==> src/rtl/division_seq.sv <==
// Multi-cycle radix-2 restoring divider for the CPU ALU.
// Produces one quotient bit per cycle from magnitudes, then fixes up signs.
// Divide-by-zero and signed overflow skip the iteration and finish
// immediately. Flags follow the ALU ordering {N, Z, C, V}.
module division_seq #(
    parameter int n = 32
) (
    input  logic         clk,
    input  logic         rst,
    input  logic         start,
    input  logic         signed_op,
    input  logic [n-1:0] a,
    input  logic [n-1:0] b,
    output logic         busy,
    output logic         done,
    output logic [n-1:0] c,
    output logic [n-1:0] r,
    output logic [3:0]   banderas
);

    localparam int CW = $clog2(n);
    localparam logic [CW-1:0] LAST_COUNT = CW'(n - 1);
    localparam logic [CW-1:0] COUNT_ONE  = CW'(1);
    localparam logic [n-1:0]  MOST_NEG   = {1'b1, {(n-1){1'b0}}};

    typedef enum logic [1:0] {
        IDLE = 2'd0,
        RUN  = 2'd1,
        DONE = 2'd2
    } state_t;

    state_t        state_q, state_d;
    logic [CW-1:0] count_q, count_d;
    logic [n:0]    rem_q, rem_d;
    logic [n-1:0]  quo_q, quo_d;
    logic [n-1:0]  dvs_q, dvs_d;
    logic          neg_quo_q, neg_quo_d;
    logic          neg_rem_q, neg_rem_d;
    logic          sgn_q, sgn_d;
    logic [n-1:0]  c_q, c_d;
    logic [n-1:0]  r_q, r_d;
    logic [3:0]    flags_q, flags_d;

    logic          a_neg, b_neg;
    logic [n-1:0]  abs_a, abs_b;
    logic          div_zero, ovf;

    logic          fits;
    logic [n-1:0]  rem_after;
    logic [n-1:0]  quo_step;
    logic [n-1:0]  quo_final;
    logic [n-1:0]  rem_final;

    // Flag vector for a finished result: N only means something in signed mode,
    // C is always clear for division.
    function automatic logic [3:0] make_flags(input logic [n-1:0] q,
                                              input logic         s,
                                              input logic         v);
        return {s & q[n-1], q == '0, 1'b0, v};
    endfunction

    // Operand preparation at capture: magnitudes and the two special cases.
    always_comb begin
        a_neg    = signed_op & a[n-1];
        b_neg    = signed_op & b[n-1];
        abs_a    = a_neg ? -a : a;
        abs_b    = b_neg ? -b : b;
        div_zero = (b == '0);
        ovf      = signed_op & (a == MOST_NEG) & (b == '1);
    end

    // One restoring step: the partial remainder is compared against the
    // divisor; the difference always fits in n bits when it is kept.
    always_comb begin
        fits      = (rem_q >= {1'b0, dvs_q});
        rem_after = fits ? (rem_q[n-1:0] - dvs_q) : rem_q[n-1:0];
        quo_step  = {quo_q[n-2:0], fits};
        quo_final = neg_quo_q ? -quo_step : quo_step;
        rem_final = neg_rem_q ? -rem_after : rem_after;
    end

    // Next-state logic: capture, iterate, publish results on completion.
    always_comb begin
        state_d   = state_q;
        count_d   = count_q;
        rem_d     = rem_q;
        quo_d     = quo_q;
        dvs_d     = dvs_q;
        neg_quo_d = neg_quo_q;
        neg_rem_d = neg_rem_q;
        sgn_d     = sgn_q;
        c_d       = c_q;
        r_d       = r_q;
        flags_d   = flags_q;

        case (state_q)
            IDLE, DONE: begin
                if (start) begin
                    sgn_d = signed_op;
                    if (div_zero) begin
                        c_d     = '1;
                        r_d     = a;
                        flags_d = make_flags('1, signed_op, 1'b1);
                        state_d = DONE;
                    end else if (ovf) begin
                        c_d     = a;
                        r_d     = '0;
                        flags_d = make_flags(a, 1'b1, 1'b1);
                        state_d = DONE;
                    end else begin
                        // Dividend MSB enters the remainder first; the rest
                        // shifts out of the quotient register one bit a cycle.
                        rem_d     = {{n{1'b0}}, abs_a[n-1]};
                        quo_d     = {abs_a[n-2:0], 1'b0};
                        dvs_d     = abs_b;
                        neg_quo_d = a_neg ^ b_neg;
                        neg_rem_d = a_neg;
                        count_d   = '0;
                        state_d   = RUN;
                    end
                end else if (state_q == DONE) begin
                    state_d = IDLE;
                end
            end
            RUN: begin
                rem_d   = {rem_after, quo_q[n-1]};
                quo_d   = quo_step;
                count_d = count_q + COUNT_ONE;
                if (count_q == LAST_COUNT) begin
                    c_d     = quo_final;
                    r_d     = rem_final;
                    flags_d = make_flags(quo_final, sgn_q, 1'b0);
                    state_d = DONE;
                end
            end
            default: begin
                state_d = IDLE;
            end
        endcase
    end

    // State and datapath registers with synchronous reset; a reset abandons
    // any operation in flight.
    always_ff @(posedge clk) begin
        if (rst) begin
            state_q   <= IDLE;
            count_q   <= '0;
            rem_q     <= '0;
            quo_q     <= '0;
            dvs_q     <= '0;
            neg_quo_q <= 1'b0;
            neg_rem_q <= 1'b0;
            sgn_q     <= 1'b0;
            c_q       <= '0;
            r_q       <= '0;
            flags_q   <= '0;
        end else begin
            state_q   <= state_d;
            count_q   <= count_d;
            rem_q     <= rem_d;
            quo_q     <= quo_d;
            dvs_q     <= dvs_d;
            neg_quo_q <= neg_quo_d;
            neg_rem_q <= neg_rem_d;
            sgn_q     <= sgn_d;
            c_q       <= c_d;
            r_q       <= r_d;
            flags_q   <= flags_d;
        end
    end

    assign busy     = (state_q == RUN);
    assign done     = (state_q == DONE);
    assign c        = c_q;
    assign r        = r_q;
    assign banderas = flags_q;

endmodule

==> config.mk <==
export PLATFORM = sky130hd
export DESIGN_NAME = division_seq
export DESIGN_NICKNAME = d
export VERILOG_FILES = /design/src/rtl/division_seq.sv
export SDC_FILE = /design/constraint.sdc
export NUM_CORES = 1
export LEC_CHECK = 0
export BUFFER_PORTS_ARGS = -buffer_cell sky130_fd_sc_hd__buf_2
export CORE_MARGIN = 4
export CORE_UTILIZATION = 40
export DETAILED_ROUTE_END_ITERATION = 10
export PLACE_DENSITY = 0.7
export SYNTH_ARGS = -nofsm -noshare
export SYNTH_HDL_FRONTEND = slang
export SYNTH_SLANG_ARGS = --single-unit
==> constraint.sdc <==
create_clock -name clk -period 6.01 [get_ports clk]
set_clock_uncertainty 0.05 [all_clocks]
set_input_delay 0.601 -clock clk [delete_from_list [all_inputs] [get_ports clk]]
set_output_delay 0.601 -clock clk [all_outputs]
set_load 0.03 [all_outputs]
==> results.md, run 1 <==
* Reg area at 0.00348 mm2
* # hold bufs at CTS at 0
* PostCTS Resize Cnt at 0
* Initial antenna violation count at 0
* Starting Density at 41.1%
* Most frequent cells in the layout: nor2_1 (253), dfxtp_1 (174), nand2_1 (160)
* Worst reg2reg setup slack at 990 ps
* Hold worst-path end: dvs_q[0]
* Hold path start: b[0]
* Number of diodes at 0
* Gpl congestion at 0.981
* Die W at 186 um
* Hold depth at 3
* Number of core rows at 64
* Nets at 1,871
* WS Path Type: flip-flop to flip-flop
* Max_slew headroom at 33.5%
* DP Area at 0.0135 mm2
* Arr. time, crit path at 5350 ps
* Leakage at 5.45 nW
* Sequential fraction of the synthesis area at 27.4%
* Area added between synthesis and finish at 10.8%
* Syn_nets at 1,828
* Crit Path Max Fanout at 20
* Gr ovfl total at 0
* Syn Area/Cell at 7.38 um2
* Peak supply drop at 0.209 mV
* #FFs+latches synth at 174
* Share of cells above drive strength 1 at 12.7%
* Final setup TNS at 0 ps
* CTS tree: done
* Status: complete, no violations
* Die area at 0.0346 mm2
* Leading cell type in the layout, fill and taps excluded: nor2_1
* Initial drt markers at 1,351
* Area of the multi-input gates at 0.00851 mm2
* Ys flop type: dfxtp_1
* Final ANT Viol Nets at 0
* Core ar. at 0.0309 mm2
* Worst Hold Class: input pin to flip-flop
* CP Capture Type: flip-flop
* CP Data Required Time at 6340 ps
* Worst reg-to-reg path cell count at 18
* Post-synthesis cell type count at 83
* Netlist Area Pre-Place at 0.0127 mm2
* Routed WL at 43.7 mm
* HPWL Detailed at 32.6 mm
* TritonCTS Buffers at 17
* Unrepaired setup endpoints after global routing: false
* Post-layout instance area at 0.0141 mm2
* Worst setup SP type: flip-flop
* # DRC at 0
* Reg2reg start: rem_q[8]
* Post-synth EDFFs at 0
* Gate Count Post-Synth at 1,720
* Vias at 13.4k
* Clock transition at path regs at 70 ps
* Die height at 186 um
* Largest net degree at the start of global routing at 90
* Fill cell count at 3,152
* WL/cell at 20.1 um
* Asr flop ratio synth at 0%
* First-pass DRT Iterations at 6
* Vias in the first global route at 12.3k
* Clk buf depth at 2
* Root buffer cell: clkbuf_16
* Number of max-cap violations at 0
* Final hold violation count at 0
* Post-CTS Setup Bufs at 0
* Ports at 138
* Final setup violation count at 0
* # clock sinks at 174
* Warnings from Yosys at 0
* Via-per-instance ratio at 6.16
* GRT Util Overall at 24.6%
* R2R Path End: banderas[2]
* PwrDens at 289 mW/mm2
* First-pass GRT wire length at 68.5 mm
* Least-Margin Pin Slew at 989 ps
* IO Port Bufs at 136
* Period minus WS final at 5020 ps
* Worst-Skew Late Latency at 450 ps
* FMAX at 0.199 GHz
* Htree depth at 4
* Final slew viol count at 0
* Tcrit/Tclk final at 83.6%
final cells by class:
cell class,instances,share of cell area (%)
Multi-Input combinational cell,1363,60.5
Inverter,57,1.52
Clock buffer,18,3.12
Timing Repair Buffer,150,5.69
Sequential cell,174,24.8
Clock inverter,14,0.916
Tap cell,396,3.52
flip-flops by register name (all words and copies together) (netlist names), 2 cells and up:
| name | flops |
|---|---|
| rem_q | 33 |
| c | 32 |
| dvs_q | 32 |
| quo_q | 32 |
| r | 32 |
| count_q | 5 |
| banderas | 3 |
| state_q | 2 |
worst max-delay path by stage:
stage | slack [ps] | cells after the start | startpoint | endpoint
2_1_floorplan | 1140 | 22 | rem_q[4] | banderas[2]
3_3_place_gp | 1210 | 18 | rem_q[20] | banderas[2]
3_5_place_dp | 1070 | 18 | rem_q[18] | banderas[2]
4_1_cts | 1050 | 18 | rem_q[18] | banderas[2]
5_1_grt | 620 | 18 | rem_q[18] | banderas[2]
6_report | 990 | 18 | rem_q[8] | banderas[2]
through the flow:
step	setup slack, ps	std cells	total power, mW	util, %	hold slack (ps)
after detailed placement	1070	2140	2.96	43.7	395
after CTS	1050	2172	4.06	45.5	380
after global routing	615	2172	4.29	45.5	409
final	985	2172	4.07	45.5	399
after global placement	1210	2140	2.96	43.7	386
after floorplan	1140	1720	2.52	-	382
power breakdown:
group          switching, mW  internal [mW]
Sequential            0.0678           1.21
Clock                  0.535          0.555
Combinational           1.09          0.613
Total                   1.70           2.37
cells by family after synthesis:
family          Yosys count  synth area share (%)
other cells               1                0.0295
mux                      20                  1.61
simple gates            640                  23.3
compound gates          522                  28.4
buf+inv                 183                  5.65
xor+xnor                140                  9.66
fa+ha+maj                40                  4.00
flops                   174                  27.4
worst max-delay path, stage by stage, from the launching register on:
cell       delay, ps
dfxtp_1          350
ha_1             420
a21o_1           230
and3_1           200
a31oi_2          280
a211o_1          220
nand3b_4          80
inv_1            510
ha_1             360
nand3b_1         190
or2_2            370
or2_2            310
o31ai_1          240
xnor2_1          120
a2111oi_0        380
nand4_1          140
nor4_1           240
nand4_1          140
o21ai_1          120
synth_stat cells, drive strengths merged, types with 5 or more instances:
cell type	instances	area, um2
nor2	255	957
dfxtp	174	3480
nand2	162	608
a21oi	125	644
clkbuf	105	395
o21ai	87	447
xor2	72	631
xnor2	68	596
inv	57	214
nor3	53	265
a211oi	51	383
a221oi	41	377
ha	39	488
a31oi	38	244
nand3	29	150
o31ai	29	218
or3	24	155
buf	21	108
a22oi	20	150
nor4	19	119
mux2i	17	170
o221ai	17	155
nand4	16	100
and3	15	93.8
a21o	14	105
o211ai	13	97.6
or4	13	97.6
o21a	12	90.1
o41ai	12	113
and2	11	71.3
nand2b	10	62.6
or2	9	56.3
a311oi	7	67.6
nand3b	7	65.1
a2111oi	6	71.3
a31o	6	52.6
a211o	5	43.8
nor2b	5	31.3
o22ai	5	31.3
o31a	5	43.8
routing by layer:
metal  vias up  wire length (um)  track usage (%)
li1       6350                 -                -
met1      6303             20000             35.3
met2       629             19000             37.9
met3        94              3390             4.08
met4         0              1250             7.93
met5         -                 0                0
No activity file was read; power rests on OpenSTA's default activity.
==> inputs of run 2 (changes only) <==
clock period = 4.7 ns   (was 6.01 ns; I/O delays follow)
==> results.md, run 2 (synthesis results as in run 1) <==
* Area added between synthesis and finish at 13.0%
* First-pass DRT Iterations at 6 (unchanged)
* WL/cell at 20.3 um (+0.82%)
* Max_slew headroom at 34.0% (+0.53 points)
* Status: complete, no violations
* Root buffer cell: clkbuf_16
* Final slew viol count at 0 (unchanged)
* Arr. time, crit path at 4730 ps (-620 ps)
* Hold depth at 3 (unchanged)
* Most frequent cells in the layout: nor2_1 (253), dfxtp_1 (174), nand2_1 (160)
* Routed WL at 44.6 mm (+2.1%)
* Die height at 186 um (unchanged)
* Leakage at 5.60 nW (+2.9%)
* Final hold violation count at 0 (unchanged)
* CTS tree: done
* Ports at 138 (unchanged)
* GRT Util Overall at 25.0% (+0.34 points)
* Clk buf depth at 2 (unchanged)
* CP Capture Type: flip-flop
* Slowest Stage Delay on Critical Path at 580 ps (+70 ps)
* Slowest cell on crit path: or4b_4
* HPWL Detailed at 33.5 mm (+2.7%)
* Final ANT Viol Nets at 0 (unchanged)
* Initial antenna violation count at 0 (unchanged)
* TritonCTS Buffers at 17 (unchanged)
* CP Data Required Time at 4930 ps (-1410 ps)
* Gr ovfl total at 0 (unchanged)
* Share of cells above drive strength 1 at 14.2% (+1.5 points)
* Peak supply drop at 0.329 mV (+57%)
* Pwr Total at 5.38 mW (+32%)
* Via-per-instance ratio at 6.13 (-0.44%)
* # clock sinks at 174 (unchanged)
* Period minus WS final at 4500 ps (-528 ps)
* Vias in the first global route at 12.4k (+1.1%)
* Worst Hold Class: input pin to flip-flop
* Die area at 0.0346 mm2 (unchanged)
* Core ar. at 0.0309 mm2 (unchanged)
* Crit-path leading delay family: compound AO/OA/AOI/OAI gates
* Worst setup startpoint: rem_q[0]
* Hold Slack at 289 ps (-110 ps)
* FMAX at 0.222 GHz (+12%)
* Final setup violation count at 0 (unchanged)
* Number of core rows at 64 (unchanged)
* Non-Filler Instances at 2,199 (+1.2%)
* Crit path buf inv count at 2 (+1)
* Reg2reg start: rem_q[0]
* Nets at 1,897 (+1.4%)
* WS Path Type: flip-flop to flip-flop
* Worst setup SP type: flip-flop
* Placed insts at 2,166 (+1.2%)
* Initial drt markers at 1,515 (+12%)
* Crit Path Max Fanout at 6 (-70%)
* IO Port Bufs at 136 (unchanged)
* Least-Margin Pin Slew at 989 ps (-0.128 ps)
* Leading cell type in the layout, fill and taps excluded: nor2_1
* # DRC at 0 (unchanged)
* R2R Path End: r[31]
* Number of flip-flops under the largest register name at 33 (unchanged)
* Cell Chain, Critical Path: inv_1, ha_1, inv_1, fa_1, a21o_1, a221oi_4, a21o_1, nand3b_1, and2_4, a311oi_2, a41oi_1, or4b_4, or3_4, o41ai_2, xnor2_1, a31oi_1
* Largest net degree at the start of global routing at 68 (-24%)
* Fill cell count at 3,145 (-0.22%)
* Clock transition at path regs at 70 ps (about the same)
* Die W at 186 um (unchanged)
* Worst-Skew Late Latency at 440 ps (about the same)
* Htree depth at 4 (unchanged)
* Hold path start: b[31]
* Largest Register: rem_q
* Worst reg-to-reg path cell count at 16 (-2)
* PwrDens at 375 mW/mm2 (+30%)
* Hold worst-path end: dvs_q[31]
* Worst reg2reg setup slack at 200 ps (-780 ps)
* Number of max-cap violations at 0 (unchanged)
* First-pass GRT wire length at 69.1 mm (+0.80%)
* Unrepaired setup endpoints after global routing: true
* Gpl congestion at 0.976 (-0.55%)
* Tcrit/Tclk final at 95.7% (+12 points)
* Vias at 13.5k (+0.80%)
* Starting Density at 41.1% (unchanged)
[run 2: changes by cell type in the layout (fill, tap and decap cells not counted), sizes merged]
cell	before	now
bufinv	0	1
clkbuf	18	19
clkinvlp	3	1
buf	150	176
diode	0	1
[run 2: timing repair]
item,in CTS,in global routing
hold buffers,0,0
setup buffers,0,0
resized for setup,0,7
setup endpoints to repair,0,2
[run 2: layout make-up]
class | count | area, um2 | share of cell area (%)
antenna | 1 | 2.50 | 0.0174
clock buffer | 19 | 443 | 3.09
clock inverter | 13 | 130 | 0.907
inverter | 57 | 214 | 1.49
multi-input combinational | 1363 | 8530 | 59.5
sequential | 174 | 3480 | 24.3
tap | 396 | 495 | 3.45
timing repair buffer | 176 | 1050 | 7.29
[run 2: per-layer routing]
| layer | up-vias | track usage [%] | wire length, um |
|---|---|---|---|
| li1 | 6416 | - | - |
| met1 | 6345 | 35.7 | 20300 |
| met2 | 618 | 38.3 | 19400 |
| met3 | 104 | 3.52 | 3290 |
| met4 | 0 | 9.41 | 1660 |
| met5 | - | 0 | 0 |
[run 2: worst max path at each step]
stage	endpoint	cells after the start	slack, ps
global placement	r[31]	16	300
CTS	r[31]	16	230
detailed placement	r[31]	16	230
global route	banderas[2]	19	-2
floorplan	banderas[2]	22	10
finish	r[31]	16	200
[run 2: through the flow]
step / setup WS, ps / cell area [um2] / TNS, ps / util, %
floorplan: 10.9 / 12700 / 0 / -
global placement: 296 / 13700 / 0 / 44.5
detailed placement: 233 / 13700 / 0 / 44.5
CTS: 226 / 14300 / 0 / 46.3
global route: -2.26 / 14300 / -4.23 / 46.4
finish: 203 / 14300 / 0 / 46.4
[run 2: worst register-to-register path, stage by stage (launching register included)]
cell	delay (ps)
dfxtp_1	320
inv_1	50
ha_1	170
inv_1	60
fa_1	400
a21o_1	210
a221oi_4	410
a21o_1	250
nand3b_1	140
and2_4	160
a311oi_2	380
a41oi_1	180
or4b_4	580
or3_4	390
o41ai_2	360
xnor2_1	150
a31oi_1	90
[run 2: where the power goes]
group	internal (mW)	switching, mW	leakage, nW
logic	0.855	1.45	3.91
clock network	0.760	0.681	0.284
registers	1.54	0.0884	1.42
